$ cat src/rtl/id_ex_reg_if.sv
`default_nettype none
// ============================================================================
// Module      : id_ex_reg_if
// Description : Bundle interface between the decode-stage control unit and
//               the ID/EX pipeline register. Carries the pipeline controls
//               (freeze/flush/bubble), every decoded *_in field, and the
//               registered *_out fields, valid flag and bubble counter.
//   master : drives controls and *_in, observes *_out (upstream / bench)
//   slave  : consumes controls and *_in, drives *_out (the ID/EX register)
// Revision    : 1.0 - initial release
// ============================================================================
interface id_ex_reg_if #(
  parameter int CNT_W = 16
);
  // Pipeline controls
  logic             freeze;
  logic             flush;
  logic             bubble;

  // Decode-side fields
  logic [31:0]      PC_in;
  logic [3:0]       EXE_CMD_in;
  logic             WB_EN_in;
  logic             MEM_R_EN_in;
  logic             MEM_W_EN_in;
  logic             B_in;
  logic             S_in;
  logic [31:0]      Val_Rn_in;
  logic [31:0]      Val_Rm_in;
  logic             imm_in;
  logic [11:0]      Shift_operand_in;
  logic [23:0]      Signed_imm_24_in;
  logic [3:0]       Dest_in;
  logic [3:0]       src1_in;
  logic [3:0]       src2_in;
  logic [3:0]       SR_in;

  // Execute-side registered fields
  logic [31:0]      PC_out;
  logic [3:0]       EXE_CMD_out;
  logic             WB_EN_out;
  logic             MEM_R_EN_out;
  logic             MEM_W_EN_out;
  logic             B_out;
  logic             S_out;
  logic [31:0]      Val_Rn_out;
  logic [31:0]      Val_Rm_out;
  logic             imm_out;
  logic [11:0]      Shift_operand_out;
  logic [23:0]      Signed_imm_24_out;
  logic [3:0]       Dest_out;
  logic [3:0]       src1_out;
  logic [3:0]       src2_out;
  logic [3:0]       SR_out;
  logic             valid_out;
  logic [CNT_W-1:0] bubble_cnt;

  modport master (
    output freeze, flush, bubble,
    output PC_in, EXE_CMD_in, WB_EN_in, MEM_R_EN_in, MEM_W_EN_in, B_in, S_in,
    output Val_Rn_in, Val_Rm_in, imm_in, Shift_operand_in, Signed_imm_24_in,
    output Dest_in, src1_in, src2_in, SR_in,
    input  PC_out, EXE_CMD_out, WB_EN_out, MEM_R_EN_out, MEM_W_EN_out, B_out, S_out,
    input  Val_Rn_out, Val_Rm_out, imm_out, Shift_operand_out, Signed_imm_24_out,
    input  Dest_out, src1_out, src2_out, SR_out, valid_out, bubble_cnt
  );

  modport slave (
    input  freeze, flush, bubble,
    input  PC_in, EXE_CMD_in, WB_EN_in, MEM_R_EN_in, MEM_W_EN_in, B_in, S_in,
    input  Val_Rn_in, Val_Rm_in, imm_in, Shift_operand_in, Signed_imm_24_in,
    input  Dest_in, src1_in, src2_in, SR_in,
    output PC_out, EXE_CMD_out, WB_EN_out, MEM_R_EN_out, MEM_W_EN_out, B_out, S_out,
    output Val_Rn_out, Val_Rm_out, imm_out, Shift_operand_out, Signed_imm_24_out,
    output Dest_out, src1_out, src2_out, SR_out, valid_out, bubble_cnt
  );
endinterface
`default_nettype wire

$ cat src/rtl/id_ex_reg.sv
`default_nettype none
// ============================================================================
// Module      : id_ex_reg
// Description : ID/EX pipeline register. Captures the decoded control bundle
//               and operand fields every edge, with freeze (hold), flush
//               (clear everything) and bubble (clear control, keep data).
//               Keeps a saturating count of flush/bubble insertions.
// Ports       :
//   clk  - pipeline clock, rising edge
//   rst  - synchronous active-high reset
//   bus  - id_ex_reg_if.slave: freeze/flush/bubble, *_in fields in,
//          *_out fields, valid_out and bubble_cnt out
// Revision    : 1.0 - initial release
// ============================================================================
module id_ex_reg #(
  parameter int CNT_W = 16
) (
  input  wire          clk,
  input  wire          rst,
  id_ex_reg_if.slave   bus
);

  typedef struct packed {
    logic [31:0] pc;
    logic [3:0]  exe_cmd;
    logic        wb_en;
    logic        mem_r_en;
    logic        mem_w_en;
    logic        b;
    logic        s;
    logic [31:0] val_rn;
    logic [31:0] val_rm;
    logic        imm;
    logic [11:0] shift_operand;
    logic [23:0] signed_imm_24;
    logic [3:0]  dest;
    logic [3:0]  src1;
    logic [3:0]  src2;
    logic [3:0]  sr;
  } bundle_t;

  localparam logic [CNT_W-1:0] CNT_MAX = '1;

  bundle_t          w_in;
  bundle_t          bundle_d, bundle_q;
  logic             valid_d,  valid_q;
  logic [CNT_W-1:0] cnt_d,    cnt_q;

  // Gather the interface inputs into one bundle.
  always_comb begin
    w_in               = '0;
    w_in.pc            = bus.PC_in;
    w_in.exe_cmd       = bus.EXE_CMD_in;
    w_in.wb_en         = bus.WB_EN_in;
    w_in.mem_r_en      = bus.MEM_R_EN_in;
    w_in.mem_w_en      = bus.MEM_W_EN_in;
    w_in.b             = bus.B_in;
    w_in.s             = bus.S_in;
    w_in.val_rn        = bus.Val_Rn_in;
    w_in.val_rm        = bus.Val_Rm_in;
    w_in.imm           = bus.imm_in;
    w_in.shift_operand = bus.Shift_operand_in;
    w_in.signed_imm_24 = bus.Signed_imm_24_in;
    w_in.dest          = bus.Dest_in;
    w_in.src1          = bus.src1_in;
    w_in.src2          = bus.src2_in;
    w_in.sr            = bus.SR_in;
  end

  // Next-state: freeze > flush > bubble > load. Flush and bubble together
  // take the flush branch, so the counter only steps once.
  always_comb begin
    bundle_d = bundle_q;
    valid_d  = valid_q;
    cnt_d    = cnt_q;
    if (!bus.freeze) begin
      if (bus.flush) begin
        bundle_d = '0;
        valid_d  = 1'b0;
      end else if (bus.bubble) begin
        // Data still loads so forwarding logic sees the real source regs;
        // only the side-effecting control bits are squashed.
        bundle_d          = w_in;
        bundle_d.exe_cmd  = '0;
        bundle_d.wb_en    = 1'b0;
        bundle_d.mem_r_en = 1'b0;
        bundle_d.mem_w_en = 1'b0;
        bundle_d.b        = 1'b0;
        bundle_d.s        = 1'b0;
        valid_d           = 1'b0;
      end else begin
        bundle_d = w_in;
        valid_d  = 1'b1;
      end
      if ((bus.flush || bus.bubble) && (cnt_q != CNT_MAX)) begin
        cnt_d = cnt_q + 1'b1;
      end
    end
  end

  // Reset overrides freeze, so it sits outside the hold logic above.
  always_ff @(posedge clk) begin
    if (rst) begin
      bundle_q <= '0;
      valid_q  <= 1'b0;
      cnt_q    <= '0;
    end else begin
      bundle_q <= bundle_d;
      valid_q  <= valid_d;
      cnt_q    <= cnt_d;
    end
  end

  assign bus.PC_out            = bundle_q.pc;
  assign bus.EXE_CMD_out       = bundle_q.exe_cmd;
  assign bus.WB_EN_out         = bundle_q.wb_en;
  assign bus.MEM_R_EN_out      = bundle_q.mem_r_en;
  assign bus.MEM_W_EN_out      = bundle_q.mem_w_en;
  assign bus.B_out             = bundle_q.b;
  assign bus.S_out             = bundle_q.s;
  assign bus.Val_Rn_out        = bundle_q.val_rn;
  assign bus.Val_Rm_out        = bundle_q.val_rm;
  assign bus.imm_out           = bundle_q.imm;
  assign bus.Shift_operand_out = bundle_q.shift_operand;
  assign bus.Signed_imm_24_out = bundle_q.signed_imm_24;
  assign bus.Dest_out          = bundle_q.dest;
  assign bus.src1_out          = bundle_q.src1;
  assign bus.src2_out          = bundle_q.src2;
  assign bus.SR_out            = bundle_q.sr;
  assign bus.valid_out         = valid_q;
  assign bus.bubble_cnt        = cnt_q;

endmodule
`default_nettype wire

$ cat src/flat_wrapper.sv
// flat-port wrapper written by rule: the top's interface ports become plain ports
module id_ex_reg_flat 
#(
  parameter int CNT_W = 16
)
  (clk, rst, bus_freeze, bus_flush, bus_bubble, bus_PC_in, bus_EXE_CMD_in, bus_WB_EN_in, bus_MEM_R_EN_in, bus_MEM_W_EN_in, bus_B_in, bus_S_in, bus_Val_Rn_in, bus_Val_Rm_in, bus_imm_in, bus_Shift_operand_in, bus_Signed_imm_24_in, bus_Dest_in, bus_src1_in, bus_src2_in, bus_SR_in, bus_PC_out, bus_EXE_CMD_out, bus_WB_EN_out, bus_MEM_R_EN_out, bus_MEM_W_EN_out, bus_B_out, bus_S_out, bus_Val_Rn_out, bus_Val_Rm_out, bus_imm_out, bus_Shift_operand_out, bus_Signed_imm_24_out, bus_Dest_out, bus_src1_out, bus_src2_out, bus_SR_out, bus_valid_out, bus_bubble_cnt);
  id_ex_reg_if #(.CNT_W(CNT_W)) bus_i ();
  input  wire clk;
  input  wire rst;
  input wire logic [$bits(bus_i.freeze)-1:0] bus_freeze;
  input wire logic [$bits(bus_i.flush)-1:0] bus_flush;
  input wire logic [$bits(bus_i.bubble)-1:0] bus_bubble;
  input wire logic [$bits(bus_i.PC_in)-1:0] bus_PC_in;
  input wire logic [$bits(bus_i.EXE_CMD_in)-1:0] bus_EXE_CMD_in;
  input wire logic [$bits(bus_i.WB_EN_in)-1:0] bus_WB_EN_in;
  input wire logic [$bits(bus_i.MEM_R_EN_in)-1:0] bus_MEM_R_EN_in;
  input wire logic [$bits(bus_i.MEM_W_EN_in)-1:0] bus_MEM_W_EN_in;
  input wire logic [$bits(bus_i.B_in)-1:0] bus_B_in;
  input wire logic [$bits(bus_i.S_in)-1:0] bus_S_in;
  input wire logic [$bits(bus_i.Val_Rn_in)-1:0] bus_Val_Rn_in;
  input wire logic [$bits(bus_i.Val_Rm_in)-1:0] bus_Val_Rm_in;
  input wire logic [$bits(bus_i.imm_in)-1:0] bus_imm_in;
  input wire logic [$bits(bus_i.Shift_operand_in)-1:0] bus_Shift_operand_in;
  input wire logic [$bits(bus_i.Signed_imm_24_in)-1:0] bus_Signed_imm_24_in;
  input wire logic [$bits(bus_i.Dest_in)-1:0] bus_Dest_in;
  input wire logic [$bits(bus_i.src1_in)-1:0] bus_src1_in;
  input wire logic [$bits(bus_i.src2_in)-1:0] bus_src2_in;
  input wire logic [$bits(bus_i.SR_in)-1:0] bus_SR_in;
  output wire logic [$bits(bus_i.PC_out)-1:0] bus_PC_out;
  output wire logic [$bits(bus_i.EXE_CMD_out)-1:0] bus_EXE_CMD_out;
  output wire logic [$bits(bus_i.WB_EN_out)-1:0] bus_WB_EN_out;
  output wire logic [$bits(bus_i.MEM_R_EN_out)-1:0] bus_MEM_R_EN_out;
  output wire logic [$bits(bus_i.MEM_W_EN_out)-1:0] bus_MEM_W_EN_out;
  output wire logic [$bits(bus_i.B_out)-1:0] bus_B_out;
  output wire logic [$bits(bus_i.S_out)-1:0] bus_S_out;
  output wire logic [$bits(bus_i.Val_Rn_out)-1:0] bus_Val_Rn_out;
  output wire logic [$bits(bus_i.Val_Rm_out)-1:0] bus_Val_Rm_out;
  output wire logic [$bits(bus_i.imm_out)-1:0] bus_imm_out;
  output wire logic [$bits(bus_i.Shift_operand_out)-1:0] bus_Shift_operand_out;
  output wire logic [$bits(bus_i.Signed_imm_24_out)-1:0] bus_Signed_imm_24_out;
  output wire logic [$bits(bus_i.Dest_out)-1:0] bus_Dest_out;
  output wire logic [$bits(bus_i.src1_out)-1:0] bus_src1_out;
  output wire logic [$bits(bus_i.src2_out)-1:0] bus_src2_out;
  output wire logic [$bits(bus_i.SR_out)-1:0] bus_SR_out;
  output wire logic [$bits(bus_i.valid_out)-1:0] bus_valid_out;
  output wire logic [$bits(bus_i.bubble_cnt)-1:0] bus_bubble_cnt;
  assign bus_i.freeze = bus_freeze;
  assign bus_i.flush = bus_flush;
  assign bus_i.bubble = bus_bubble;
  assign bus_i.PC_in = bus_PC_in;
  assign bus_i.EXE_CMD_in = bus_EXE_CMD_in;
  assign bus_i.WB_EN_in = bus_WB_EN_in;
  assign bus_i.MEM_R_EN_in = bus_MEM_R_EN_in;
  assign bus_i.MEM_W_EN_in = bus_MEM_W_EN_in;
  assign bus_i.B_in = bus_B_in;
  assign bus_i.S_in = bus_S_in;
  assign bus_i.Val_Rn_in = bus_Val_Rn_in;
  assign bus_i.Val_Rm_in = bus_Val_Rm_in;
  assign bus_i.imm_in = bus_imm_in;
  assign bus_i.Shift_operand_in = bus_Shift_operand_in;
  assign bus_i.Signed_imm_24_in = bus_Signed_imm_24_in;
  assign bus_i.Dest_in = bus_Dest_in;
  assign bus_i.src1_in = bus_src1_in;
  assign bus_i.src2_in = bus_src2_in;
  assign bus_i.SR_in = bus_SR_in;
  assign bus_PC_out = bus_i.PC_out;
  assign bus_EXE_CMD_out = bus_i.EXE_CMD_out;
  assign bus_WB_EN_out = bus_i.WB_EN_out;
  assign bus_MEM_R_EN_out = bus_i.MEM_R_EN_out;
  assign bus_MEM_W_EN_out = bus_i.MEM_W_EN_out;
  assign bus_B_out = bus_i.B_out;
  assign bus_S_out = bus_i.S_out;
  assign bus_Val_Rn_out = bus_i.Val_Rn_out;
  assign bus_Val_Rm_out = bus_i.Val_Rm_out;
  assign bus_imm_out = bus_i.imm_out;
  assign bus_Shift_operand_out = bus_i.Shift_operand_out;
  assign bus_Signed_imm_24_out = bus_i.Signed_imm_24_out;
  assign bus_Dest_out = bus_i.Dest_out;
  assign bus_src1_out = bus_i.src1_out;
  assign bus_src2_out = bus_i.src2_out;
  assign bus_SR_out = bus_i.SR_out;
  assign bus_valid_out = bus_i.valid_out;
  assign bus_bubble_cnt = bus_i.bubble_cnt;
  id_ex_reg #(.CNT_W(CNT_W)) u_core (.clk(clk), .rst(rst), .bus(bus_i));
endmodule
$ cat config.mk
export PLATFORM = sky130hd
export DESIGN_NAME = id_ex_reg_flat
export DESIGN_NICKNAME = d
export VERILOG_FILES = /design/src/rtl/id_ex_reg_if.sv /design/src/rtl/id_ex_reg.sv /design/src/flat_wrapper.sv
export SDC_FILE = /design/constraint.sdc
export NUM_CORES = 1
export LEC_CHECK = 0
export BUFFER_PORTS_ARGS = -buffer_cell sky130_fd_sc_hd__buf_2
export CORE_AREA = 8 8 126 128
export DETAILED_ROUTE_END_ITERATION = 6
export DIE_AREA = 0 0 134 136
export PLACE_DENSITY = 0.84
export SETUP_SLACK_MARGIN = 0.4
export SYNTH_ARGS = -nofsm -noshare
export SYNTH_HDL_FRONTEND = slang
export SYNTH_SLANG_ARGS = --single-unit
$ cat constraint.sdc
create_clock -name clk -period 3.4 [get_ports clk]
set_input_delay 0.17 -clock clk [delete_from_list [all_inputs] [get_ports clk]]
set_output_delay 0.17 -clock clk [all_outputs]
set_load 0.02 [all_outputs]
Yosys cells after proc, flatten, opt, wreduce, memory -nomap -nowiden --
Cells that the tools add are included.
Storage, ports and cells: bits in registers 175, input bits 163, output and inout port bits 175, word-level logic and storage cells 28
Operators by class: $add $sub $neg 1, eq/ne operators 1, muxes and demuxes 4, bitwise gates (word level) 1, reduce and logical (&&, ||, !) cells 3
Operators by type and width (number):
- 2-to-1 mux 158 bit | 1
- 2-to-1 mux 126 bit | 1
- adder 16 x 1 -> 16 bit (second input constant) | 1
- inequality test 16 bit (second input constant) | 1
- 2-to-1 mux 1 bit | 2
- AND reduction 2 bit | 1
- logical AND 1 bit | 1
- logical OR 1 bit | 1
- inverter 1 bit | 1

Depth between registers and ports, before layout --
depth after elaboration 3, depth in mapped cells 6, mapped depth without buffers 5

Least setup slack after synthesis --
Ideal clock, no wire load.
kind register to register, start point register u_core.cnt_q[0] (netlist: u_core.bus.bubble_cnt[0]), end point register u_core.cnt_q[1] (netlist: u_core.bus.bubble_cnt[1]), setup time 0.128 ns, arrival 1.836 ns, required time 3.272 ns, path slack 1.436 ns, cell stages (with the launch flop) 7, path buffers 1, period minus slack after synthesis 1.964 ns, path through dfxtp_1 > ha_1 > nand4_1 > o41ai_2 > buf_2 > mux2i_1 > nor2_1
Between the ends: word-level cells in the longest chain between the ends 3, elaborated cells between the ends (all ways) 4, those cells by class add/sub: 1; eq/ne: 1; reduce/logical: 2
RTL lines:
- start: declaration | line id_ex_reg.sv:47 | logic [CNT_W-1:0] cnt_d, cnt_q;
- start signal: assignment | line id_ex_reg.sv:110 | cnt_q <= cnt_d;
- branches (longest 3 deep; another with adder 16 x 1 -> 16 bit)
Parallel ways; which one is timed is not known. A chain may end at the register's enable or synchronous reset.

Worst setup path in the final report --
start point register u_core.cnt_q[1] (netlist: u_core.bus.bubble_cnt[1]), end point register u_core.cnt_q[13] (netlist: u_core.bus.bubble_cnt[13])
The elaborated chain is that of the path after synthesis.

==> impl_table.tex <==
\begin{tabular}{lr}
\hline
Metric & Value \\
\hline
\multicolumn{2}{l}{\textbf{CTS}} \\
\quad Number of levels in the clock H-tree & 4 \\
\quad Number of instances resized during post-cts repair & 0 \\
\quad Number of clock buffers inserted by TritonCTS & 17 \\
\quad Library cell used as clock root buffer & sky130\_fd\_sc\_hd\_\_clkbuf\_16 \\
\quad Clock latency on the worst-skew pair & 420 ps \\
\quad Maximum count of clock buffers along a single path & 2 \\
\quad Total clock sinks & 175 \\
\quad Clock tree from TritonCTS & built \\
\quad Clock-pin transition on the worst setup and hold timing paths & 60 ps \\
\multicolumn{2}{l}{\textbf{Logic synthesis}} \\
\quad Share of flip-flops with an asynchronous set or reset & 0\% \\
\quad Area of the mapped netlist & 6001 um2 \\
\quad Share of synthesized area spent on multiplexers & 0.8966\% \\
\quad Post-synthesis cell type count & 33 \\
\quad Post-synthesis share of cell area spent on full adders, half adders and majority gates & 0.2085\% \\
\quad Number of warnings printed during yosys synthesis & 0 \\
\quad Fraction of the mapped netlist area in compound gates & 22.25\% \\
\quad Share of the synthesized area in the top cell type & 58.38\% \\
\quad FF+latch count, synth & 175 \\
\quad Post-Synthesis Cells & 629 \\
\quad Post-Syn Nets & 793 \\
\quad Dominant register cell in the synthesized netlist & sky130\_fd\_sc\_hd\_\_dfxtp\_1 \\
\quad Most frequent cell after synthesis & sky130\_fd\_sc\_hd\_\_dfxtp\_1 \\
\quad Sequential cell area fraction in the yosys report & 58.38\% \\
\quad Cell types with the largest area share after synthesis & sky130\_fd\_sc\_hd\_\_dfxtp\_1, sky130\_fd\_sc\_hd\_\_a22oi\_1, sky130\_fd\_sc\_hd\_\_nor2\_1 \\
\quad Top post-synthesis cells by count & sky130\_fd\_sc\_hd\_\_dfxtp\_1, sky130\_fd\_sc\_hd\_\_nor2\_1, sky130\_fd\_sc\_hd\_\_a22oi\_1 \\
\quad Largest family of logic cells by synthesized area & compound AO/OA/AOI/OAI gates \\
\quad Per-instance average area after synthesis & 9.540 um2 \\
\quad Cell taking the most area after synthesis & sky130\_fd\_sc\_hd\_\_dfxtp\_1 \\
\quad Xor-xnor portion of the synthesized cell area & 0.1460\% \\
\quad Number of synthesized flops with an enable pin & 0 \\
\quad Post-synthesis share of cell area spent on and, or, nand and nor gates & 14.32\% \\
\multicolumn{2}{l}{\textbf{Placed design}} \\
\quad HPWL after DPL & 14230 um \\
\quad PortBufs & 337 \\
\quad Placed Cells & 1102 \\
\quad Placer congestion estimate & 0.8345 \\
\multicolumn{2}{l}{\textbf{Die}} \\
\quad \# rows & 44 \\
\quad Number of placed I/O pins & 338 \\
\quad Core area & 14040 um2 \\
\quad Die width & 134 um \\
\quad Effective utilization at floorplan & 42.75\% \\
\quad Vert. Die Dim & 136 um \\
\quad Die Area & 18220 um2 \\
\multicolumn{2}{l}{\textbf{Global route}} \\
\quad Global-route wire length before repair & 36380 um \\
\quad Vias in the first global route & 6981 \\
\quad Global routing usage on met3 & 9.017\% \\
\quad Congestion Overflow GR & 0 \\
\quad Antenna violations before repair & 0 \\
\quad Most used routing layer & met2 \\
\quad GR Util met1 & 25.76\% \\
\quad Maximum number of pins on one net before global-route repair & 85 \\
\quad Met2 Use GR & 42.73\% \\
\quad Global-route usage over all layers & 24.88\% \\
\multicolumn{2}{l}{\textbf{STA}} \\
\quad Ratio of final minimum period to clock period & 59.25\% \\
\quad Final worst clock skew & 13.41 ps \\
\quad Min cycle time layout & 2014 ps \\
\quad Slew Viols, Final & 0 \\
\quad Final hold vios & 0 \\
\quad Final TNS setup & 0 ps \\
\quad Headroom to the max-slew limit & 43.59\% \\
\quad Finish-stage setup viols & 0 \\
\quad Actual slew at the worst max-slew pin & 846.2 ps \\
\quad Setup repair after global routing missed its margin & no \\
\quad Max Clock Freq & 496.4 MHz \\
\multicolumn{2}{l}{\textbf{Setup path}} \\
\quad CP Max Fanout & 7 \\
\quad Worst setup SP type & flip-flop \\
\quad Critical path data required time & 3700 ps \\
\quad Data arrival time of the critical path & 2320 ps \\
\quad Kind of critical path & flip-flop to flip-flop \\
\quad Element type at the critical path end & flip-flop \\
\multicolumn{2}{l}{\textbf{Layout}} \\
\quad Sequential cell area & 3503 um2 \\
\quad Area added between synthesis and finish & 62.11\% \\
\quad Fill cell count & 956 \\
\quad Non-Filler Instances & 1271 \\
\quad Net total in the final layout & 1238 \\
\quad Area of combinational cells with multiple inputs & 2277 um2 \\
\quad Share of cells above drive strength 1 & 35.15\% \\
\multicolumn{2}{l}{\textbf{Routing}} \\
\quad Post-detailed-route DRC marker count & 0 \\
\quad Post-route antenna net violation count & 0 \\
\quad Number of optimization iterations in the first detailed-route pass & 5 \\
\quad Via density per instance & 5.358 \\
\quad Count of vias placed by the detailed router & 6810 \\
\quad Number of design-rule violations left by the first detailed-router iteration & 591 \\
\quad Routed WL & 23980 um \\
\quad WL per Instance & 18.87 um \\
\multicolumn{2}{l}{\textbf{Outcome}} \\
\quad Status & finished clean \\
\multicolumn{2}{l}{\textbf{Flow run}} \\
\quad Max-cap viol count & 0 \\
\multicolumn{2}{l}{\textbf{Pwr}} \\
\quad IR Drop Worst-Case VDD & 0.3600 mV \\
\quad Leak & 4.554 nW \\
\quad Cell area power density & 480.8 nW/um2 \\
\multicolumn{2}{l}{\textbf{Min path}} \\
\quad Hold WC Path Type & primary input to flip-flop \\
\hline
\end{tabular}
repair_timing:
action / 4_1_cts / 5_1_grt
buffers inserted: 0 / 0
endpoints found under the hold margin: 137 / 0
setup endpoints to repair: 0 / 0
hold buffers: 137 / 0
layout by cell type, fill, tap and decap left out, types with 3 or more instances in the layout:
cell,count
sky130_fd_sc_hd__nor4_1,3
sky130_fd_sc_hd__clkinv_2,3
sky130_fd_sc_hd__o21ai_0,8
sky130_fd_sc_hd__nand4_1,6
sky130_fd_sc_hd__clkbuf_16,17
sky130_fd_sc_hd__nand2_1,3
sky130_fd_sc_hd__o31ai_1,3
sky130_fd_sc_hd__buf_2,335
sky130_fd_sc_hd__inv_1,4
sky130_fd_sc_hd__buf_4,9
sky130_fd_sc_hd__or3_1,8
sky130_fd_sc_hd__diode_2,3
sky130_fd_sc_hd__a21oi_1,12
sky130_fd_sc_hd__dlygate4sd3_1,137
sky130_fd_sc_hd__or4_1,3
sky130_fd_sc_hd__a22oi_1,157
sky130_fd_sc_hd__dfxtp_1,175
sky130_fd_sc_hd__nor2_1,166
worst paths after layout:
check / start / to / slack, ps / cells after the start
worst min register to register: u_core.bus.valid_out$_SDFFE_PP0N_ / u_core.bus.valid_out$_SDFFE_PP0N_ / 500 / 2
worst max register to register: u_core.bus.bubble_cnt[1]$_SDFFE_PP0P_ / u_core.bus.bubble_cnt[13]$_SDFFE_PP0P_ / 1390 / 5
worst min-delay path: bus_Signed_imm_24_in[12] / u_core.bus.Signed_imm_24_out[12]$_SDFFE_PP0N_ / 2 / 3
worst max-delay path: u_core.bus.bubble_cnt[1]$_SDFFE_PP0P_ / u_core.bus.bubble_cnt[13]$_SDFFE_PP0P_ / 1390 / 5
kinds of logic (layout without fill, tap and decap cells):
| kind of cell | count (synthesis) | in the layout |
|---|---|---|
| AOI/OAI and AO/OA | 183 | 183 |
| xor gates and xnor gates | 1 | 1 |
| adders and majority gates | 1 | 1 |
| buffers and inverters | 60 | 515 |
| DFF | 175 | 175 |
| muxes | 5 | 5 |
| other | 0 | 3 |
| and+or+nand+nor | 204 | 204 |
worst max-delay path, stage by stage (launching register included):
cell,delay [ps]
sky130_fd_sc_hd__dfxtp_1,410
sky130_fd_sc_hd__ha_1,230
sky130_fd_sc_hd__nand4_1,220
sky130_fd_sc_hd__nor3_1,600
sky130_fd_sc_hd__nor4b_1,130
sky130_fd_sc_hd__mux2_1,330
power by group:
part           internal (mW)  total [mW]  switching [mW]
sequential              2.12        2.16          0.0419
combinational          0.291       0.632           0.341
clock                   1.09        1.88           0.791
state kept, by name, indices dropped and copies added, names as in the netlist:
name	flops
u_core.bus.B_out	1
u_core.bus.Dest_out	4
u_core.bus.EXE_CMD_out	4
u_core.bus.MEM_R_EN_out	1
u_core.bus.MEM_W_EN_out	1
u_core.bus.PC_out	32
u_core.bus.SR_out	4
u_core.bus.S_out	1
u_core.bus.Shift_operand_out	12
u_core.bus.Signed_imm_24_out	24
u_core.bus.Val_Rm_out	32
u_core.bus.Val_Rn_out	32
u_core.bus.WB_EN_out	1
u_core.bus.bubble_cnt	16
u_core.bus.imm_out	1
u_core.bus.src1_out	4
u_core.bus.src2_out	4
u_core.bus.valid_out	1
cell type report:
class                   count  area share (%)
well taps                 184           2.367
repair buffers            482           32.23
clock inverters            10           1.196
diodes                      3         0.07717
flip-flops and latches    175           36.01
clock buffers              19           4.553
multi-input cells         394           23.41
inverters                   4          0.1543
layer usage:
metal | part of all wire (%) | wire [um] | vias to the layer above
met3 | 9.4 | 2246 | 90
met5 | 0 | 0 | -
met2 | 50 | 11980 | 424
li1 | - | - | 3137
met1 | 36 | 8606 | 3159
met4 | 4.8 | 1143 | 0
metrics by stage:
step / hold WS (ps) / cell area (um2) / worst slack (ps) / utilization, % / power [mW]
after floorplan: 314.1 / 6001 / 1436 / - / 2.472
after global placement: 396.8 / 7790 / 1398 / 55.49 / 2.677
after detailed placement: 407.9 / 7790 / 1366 / 55.49 / 2.688
after CTS: 0.2331 / 9721 / 1367 / 69.24 / 4.678
after global routing: 5.125 / 9721 / 1234 / 69.24 / 4.831
final: 2.150 / 9728 / 1386 / 69.30 / 4.677
No activity file was read; power rests on OpenSTA's default activity.
